<file path="src/rtl/retospect_bs_loader.sv">
// Host-side loader for the neurochip configuration shift chain: serializes host bytes LSB-first
// onto config_en/bs_in, repacks bits returning on bs_out into readback bytes, then pulses reset_nn.
module retospect_bs_loader #(
  parameter int unsigned CHAIN_LEN = 498,
  parameter int unsigned CNT_W     = 10
) (
  input  logic       clk,
  input  logic       reset,
  input  logic       start,
  input  logic [7:0] in_data,
  input  logic       in_valid,
  output logic       in_ready,
  output logic       config_en,
  output logic       bs_in,
  input  logic       bs_out,
  output logic [7:0] rb_data,
  output logic       rb_valid,
  input  logic       rb_ready,
  output logic       reset_nn,
  output logic       busy,
  output logic       done
);

  typedef enum logic [2:0] {
    StIdle,
    StLoad,
    StShift,
    StFlush,
    StNnRst,
    StDone
  } state_e;

  localparam logic [CNT_W-1:0] ChainLen = CNT_W'(CHAIN_LEN);

  state_e           state_q, state_d;
  logic [CNT_W-1:0] cnt_q, cnt_d;       // bits captured from bs_out this session
  logic [7:0]       byte_q, byte_d;     // not-yet-issued bits of the current byte, next in [0]
  logic [3:0]       rem_q, rem_d;       // bits of the current byte still to issue
  logic [2:0]       idx_q, idx_d;       // next readback bit position
  logic [7:0]       acc_q, acc_d;
  logic [7:0]       rb_data_q, rb_data_d;
  logic             rb_valid_q, rb_valid_d;
  logic             en_q, en_d;
  logic             bs_q, bs_d;

  logic [CNT_W-1:0] bits_left;
  logic [3:0]       nbits;
  logic [7:0]       src_byte;
  logic [3:0]       src_rem;
  logic [7:0]       acc_cap;
  logic             rb_stall;
  logic             rb_take;
  logic             issue;

  always_comb begin
    state_d    = state_q;
    cnt_d      = cnt_q;
    byte_d     = byte_q;
    rem_d      = rem_q;
    idx_d      = idx_q;
    acc_d      = acc_q;
    rb_data_d  = rb_data_q;
    rb_valid_d = rb_valid_q;
    en_d       = 1'b0;
    bs_d       = bs_q;

    bits_left = ChainLen - cnt_q;
    nbits     = (bits_left >= CNT_W'(8)) ? 4'd8 : 4'(bits_left);
    rb_stall  = rb_valid_q & ~rb_ready;
    rb_take   = rb_valid_q & rb_ready;
    acc_cap   = acc_q;
    acc_cap[idx_q] = bs_out;

    // A freshly accepted byte can issue its first bit in the same cycle it is latched.
    src_byte = (state_q == StLoad) ? in_data : byte_q;
    src_rem  = (state_q == StLoad) ? nbits : rem_q;
    issue    = (((state_q == StLoad) & in_valid) | (state_q == StShift)) &
               (src_rem != 4'd0) & ~rb_stall;

    if (rb_take) begin
      rb_valid_d = 1'b0;
    end

    // The chain shifts at the end of every config_en cycle; capture its tail bit then.
    if (en_q) begin
      acc_d = acc_cap;
      idx_d = idx_q + 3'd1;
      cnt_d = cnt_q + CNT_W'(1);
      if (rem_q == 4'd0) begin
        rb_data_d  = acc_cap;
        rb_valid_d = 1'b1;
        acc_d      = 8'h00;
        idx_d      = 3'd0;
      end
    end

    unique case (state_q)
      StIdle: begin
        if (start) begin
          state_d = StLoad;
          cnt_d   = '0;
          acc_d   = 8'h00;
          idx_d   = 3'd0;
        end
      end
      StLoad: begin
        if (in_valid) begin
          state_d = StShift;
          byte_d  = in_data;
          rem_d   = nbits;
        end
      end
      StShift: begin
        if (en_q && (rem_q == 4'd0)) begin
          state_d = ((cnt_q + CNT_W'(1)) == ChainLen) ? StFlush : StLoad;
        end
      end
      StFlush: begin
        if (!rb_valid_q || rb_ready) begin
          state_d = StNnRst;
        end
      end
      StNnRst: state_d = StDone;
      StDone:  state_d = StIdle;
      default: state_d = StIdle;
    endcase

    if (issue) begin
      en_d   = 1'b1;
      bs_d   = src_byte[0];
      byte_d = src_byte >> 1;
      rem_d  = src_rem - 4'd1;
    end
  end

  always_ff @(posedge clk) begin
    if (reset) begin
      state_q    <= StIdle;
      cnt_q      <= '0;
      byte_q     <= 8'h00;
      rem_q      <= 4'd0;
      idx_q      <= 3'd0;
      acc_q      <= 8'h00;
      rb_data_q  <= 8'h00;
      rb_valid_q <= 1'b0;
      en_q       <= 1'b0;
      bs_q       <= 1'b0;
    end else begin
      state_q    <= state_d;
      cnt_q      <= cnt_d;
      byte_q     <= byte_d;
      rem_q      <= rem_d;
      idx_q      <= idx_d;
      acc_q      <= acc_d;
      rb_data_q  <= rb_data_d;
      rb_valid_q <= rb_valid_d;
      en_q       <= en_d;
      bs_q       <= bs_d;
    end
  end

  always_comb begin
    in_ready  = (state_q == StLoad);
    config_en = en_q;
    bs_in     = bs_q;
    rb_data   = rb_data_q;
    rb_valid  = rb_valid_q;
    reset_nn  = (state_q == StNnRst);
    busy      = (state_q != StIdle);
    done      = (state_q == StDone);
  end

endmodule

</file>
<file path="config.mk">
export PLATFORM = sky130hd
export DESIGN_NAME = retospect_bs_loader
export DESIGN_NICKNAME = d
export VERILOG_FILES = /design/src/rtl/retospect_bs_loader.sv
export SDC_FILE = /design/constraint.sdc
export NUM_CORES = 1
export LEC_CHECK = 0
export ABC_AREA = 1
export BUFFER_PORTS_ARGS = -buffer_cell sky130_fd_sc_hd__buf_4
export CAP_MARGIN = 30
export CORE_MARGIN = 2
export CORE_UTILIZATION = 63
export CTS_CLUSTER_SIZE = 16
export DETAILED_ROUTE_END_ITERATION = 8
export GPL_ROUTABILITY_DRIVEN = 1
export PLACE_DENSITY = 0.85
export SYNTH_ARGS = -nofsm -noshare
export SYNTH_HDL_FRONTEND = slang
export SYNTH_SLANG_ARGS = --single-unit
</file>
<file path="constraint.sdc">
create_clock -name clk -period 6.55 [get_ports clk]
set_clock_uncertainty 0.15 [all_clocks]
set_input_delay 0.9825 -clock clk [delete_from_list [all_inputs] [get_ports clk]]
set_output_delay 0.9825 -clock clk [all_outputs]
set_load 0.005 [all_outputs]
</file>
==> results.yml <==
power_and_ir_drop:
  finalPower_mw: 1.10
  p_leak_nw: 1.28
  power_density_nw_per_um2: 379
  ir_drop_mv: 0.210
cts:
  htree_levels: 2
  postCtsSetupBuffers: 0
  cts_tree: "yes"
  cts.clk_slew.worst_paths_ns: 0.09
  cts_resized: 0
  cts.sinks: 47
  ctsHoldBuffers: 0
  clockRootBuffer: "clkbuf_8"
  insertion_delay_ns: 0.30
  numCtsBuffers: 5
  clockBufferDepth: 2
finish:
  n_antenna_cell: 0
  layout_commonest_cell: "nand2_1"
  layout.nets: 433
  num-fill-cells: 337
  drive_gt1_share_pct: 12.8
  final_cell_count_no_fill: 463
  final_cell_area_um2: 2900
  syn_to_final_growth_pct: 10.6
  final_cell_mix: "78 x nand2_1, 55 x nor2_1, 55 x inv_1"
placement:
  dp_hpwl_um: 4050
  place_congestion: 0.959
  portBuffers: 28
  post_dp_cell_area_um2: 2820
  placedCellCount: 457
logic_synthesis:
  synth_edf_count: 0
  yosys_warnings: 0
  ys.flop_type: "dfxtp_1"
  synth_cells: 392
  postSynthNetCount: 411
  syn-cell-area_um2: 2620
  avgSynthCellArea_um2: 6.68
  synthArstFlopShare_pct: 0
  synth_cell_type_count: 31
  synth_seq_cells: 47
  ys_seq_area_share_pct: 35.9
global_route:
  grtUsageTotal_pct: 26.6
  grt_max_degree: 23
  antenna_found_initial: 0
  first_global_vias: 2224
  overflow: 0
  grt_first_pass_wirelength_um: 9520
route:
  ant_nets: 0
  drt-initial-drc-count: 251
  num_vias: 2485
  vias_per_cell: 5.37
  wirelength_um: 5640
  drtPass1Iterations: 4
  drc: 0
  wl_per_cell_um: 12.2
hold_path:
  hold_end: "rb_data[6]$_SDFFE_PP0P_"
  hold_depth: 2
  hp-class: "reg -> reg"
  hold_start: "rb_data[6]$_SDFFE_PP0P_"
setup_path:
  end_kind: "register"
  required_ns: 6.58
  cpMostUsedCell: "nor2_1"
  critical-path-max-stage-delay_ns: 0.47
  cp_cell_sequence: "ha_1 -> o21ai_0 -> nand2_1 -> nand4_1 -> nand2_1 -> o21ai_0 -> ha_1 -> nand3_2 -> nand3_4 -> nand2_2 -> nor2_1 -> nor2_1 -> nor2_1"
  r2r-end: "byte_q[6]$_SDFFE_PP0P_"
  r2r_cells: 13
  rrSetupSlack_ns: 3.66
  crit_slowest_cell: "dfxtp_1"
  critPathMaxFanout: 14
  critPathTopFamily: "simple AND/OR/NAND/NOR gates"
  critPathKind: "reg -> reg"
  crit_arrival_ns: 2.92
  crit_cells: 13
  reg2reg_from: "cnt_q[0]$_SDFF_PP0_"
  crit_buf_inv: 0
  cp-start-kind: "register"
sta:
  post-route-period-util_pct: 44.1
  hold_viol: 0
  setup_tns_ns: 0
  slew_headroom_pct: 54.6
  max_slew.worst_pin.slew_ns: 0.678
  layout_min_cycle_time_ns: 2.89
  holdWs_ns: 0.321
  slew_viol_final: 0
  setup_violations: 0
  max_freq_mhz: 346
  rsz0062_at_grt: "no"
job:
  cap_violations: 0
die:
  io_pins: 29
  start_util_pct: 65.5
  die_h_um: 68.5
  core_area_um2: 4000
  dieArea_um2: 4690
  rows: 23
  dieWidth_um: 68.5
status:
  status: "complete, no violations"
layout make-up:
cell class | instances | area, um2 | area share [%]
timing repair buffer | 29 | 218 | 7.52
multi-input combinational | 271 | 1380 | 47.5
clock buffer | 6 | 72.6 | 2.51
inverter | 60 | 225 | 7.78
sequential | 47 | 941 | 32.5
tap | 50 | 62.6 | 2.16
synthesized netlist by cell type, types with 5 or more instances:
library cell	number	area, um2
nand2_1	78	293
inv_1	55	206
nor2_1	55	206
dfxtp_1	47	941
o21ai_0	28	140
nand3_1	21	105
a21oi_1	17	85.1
nand4_1	15	93.8
clkbuf_1	9	33.8
xor2_1	9	78.8
a22oi_1	8	60.1
nand2_2	7	43.8
nor3_1	6	30.0
ha_1	5	62.6
state kept, by name (all words and copies together), names as in the netlist, 3 cells and up:
| register | flops |
|---|---|
| cnt_q | 10 |
| acc_q | 8 |
| byte_q | 8 |
| rb_data | 8 |
| rem_q | 4 |
| idx_q | 3 |
| state_q | 3 |
routing by layer:
| layer | wire [um] | part of all wire, % | GRT usage [%] | vias up |
|---|---|---|---|---|
| met2 | 2620 | 47 | 45.7 | 53 |
| met3 | 253 | 4.5 | 5.26 | 7 |
| met5 | 0 | 0 | 0 | - |
| li1 | - | - | - | 1301 |
| met4 | 64 | 1.1 | 6.50 | 0 |
| met1 | 2700 | 48 | 34.0 | 1124 |
kinds of logic (layout without fill, tap and decap cells):
kind of cell    count (synthesis)  count (layout)  share of synthesized area (%)
compound gates                 67              67                           14.7
buf+inv                        74              95                           11.5
simple gates                  188             188                           31.8
fa+ha+maj                       5               5                           2.39
flops                          47              47                           35.9
xor+xnor                       11              11                           3.68
worst register-to-register path, delay by kind of cell, from the launching register on:
kind	cells	cell delay (ns)
flip-flops	1	0.47
AND/OR/NAND/NOR	9	1.29
adder cells (fa/ha/maj)	2	0.58
AO/OA/AOI/OAI	2	0.30
power breakdown:
part           switching (mW)  internal [mW]
sequential             0.0563          0.338
clock                  0.0907         0.0714
combinational           0.359          0.182
through the flow:
step / utilization, % / setup slack (ns)
after floorplan: - / 4.31
final: 72.4 / 3.66
after global routing: 72.4 / 3.33
after CTS: 72.4 / 3.69
after detailed placement: 70.6 / 3.79
after global placement: 70.6 / 3.95
how the worst max path moves through the flow:
| stage | start | endpoint |
|---|---|---|
| after floorplan | cnt_q[0]$_SDFF_PP0_ | byte_q[1]$_SDFFE_PP0P_ |
| after global placement | cnt_q[0]$_SDFF_PP0_ | byte_q[4]$_SDFFE_PP0P_ |
| after detailed placement | cnt_q[0]$_SDFF_PP0_ | byte_q[4]$_SDFFE_PP0P_ |
| after CTS | cnt_q[0]$_SDFF_PP0_ | byte_q[6]$_SDFFE_PP0P_ |
| after global routing | cnt_q[0]$_SDFF_PP0_ | rem_q[0]$_SDFFE_PP0P_ |
| final | cnt_q[0]$_SDFF_PP0_ | byte_q[6]$_SDFFE_PP0P_ |
(Power assumes the default switching activity.)
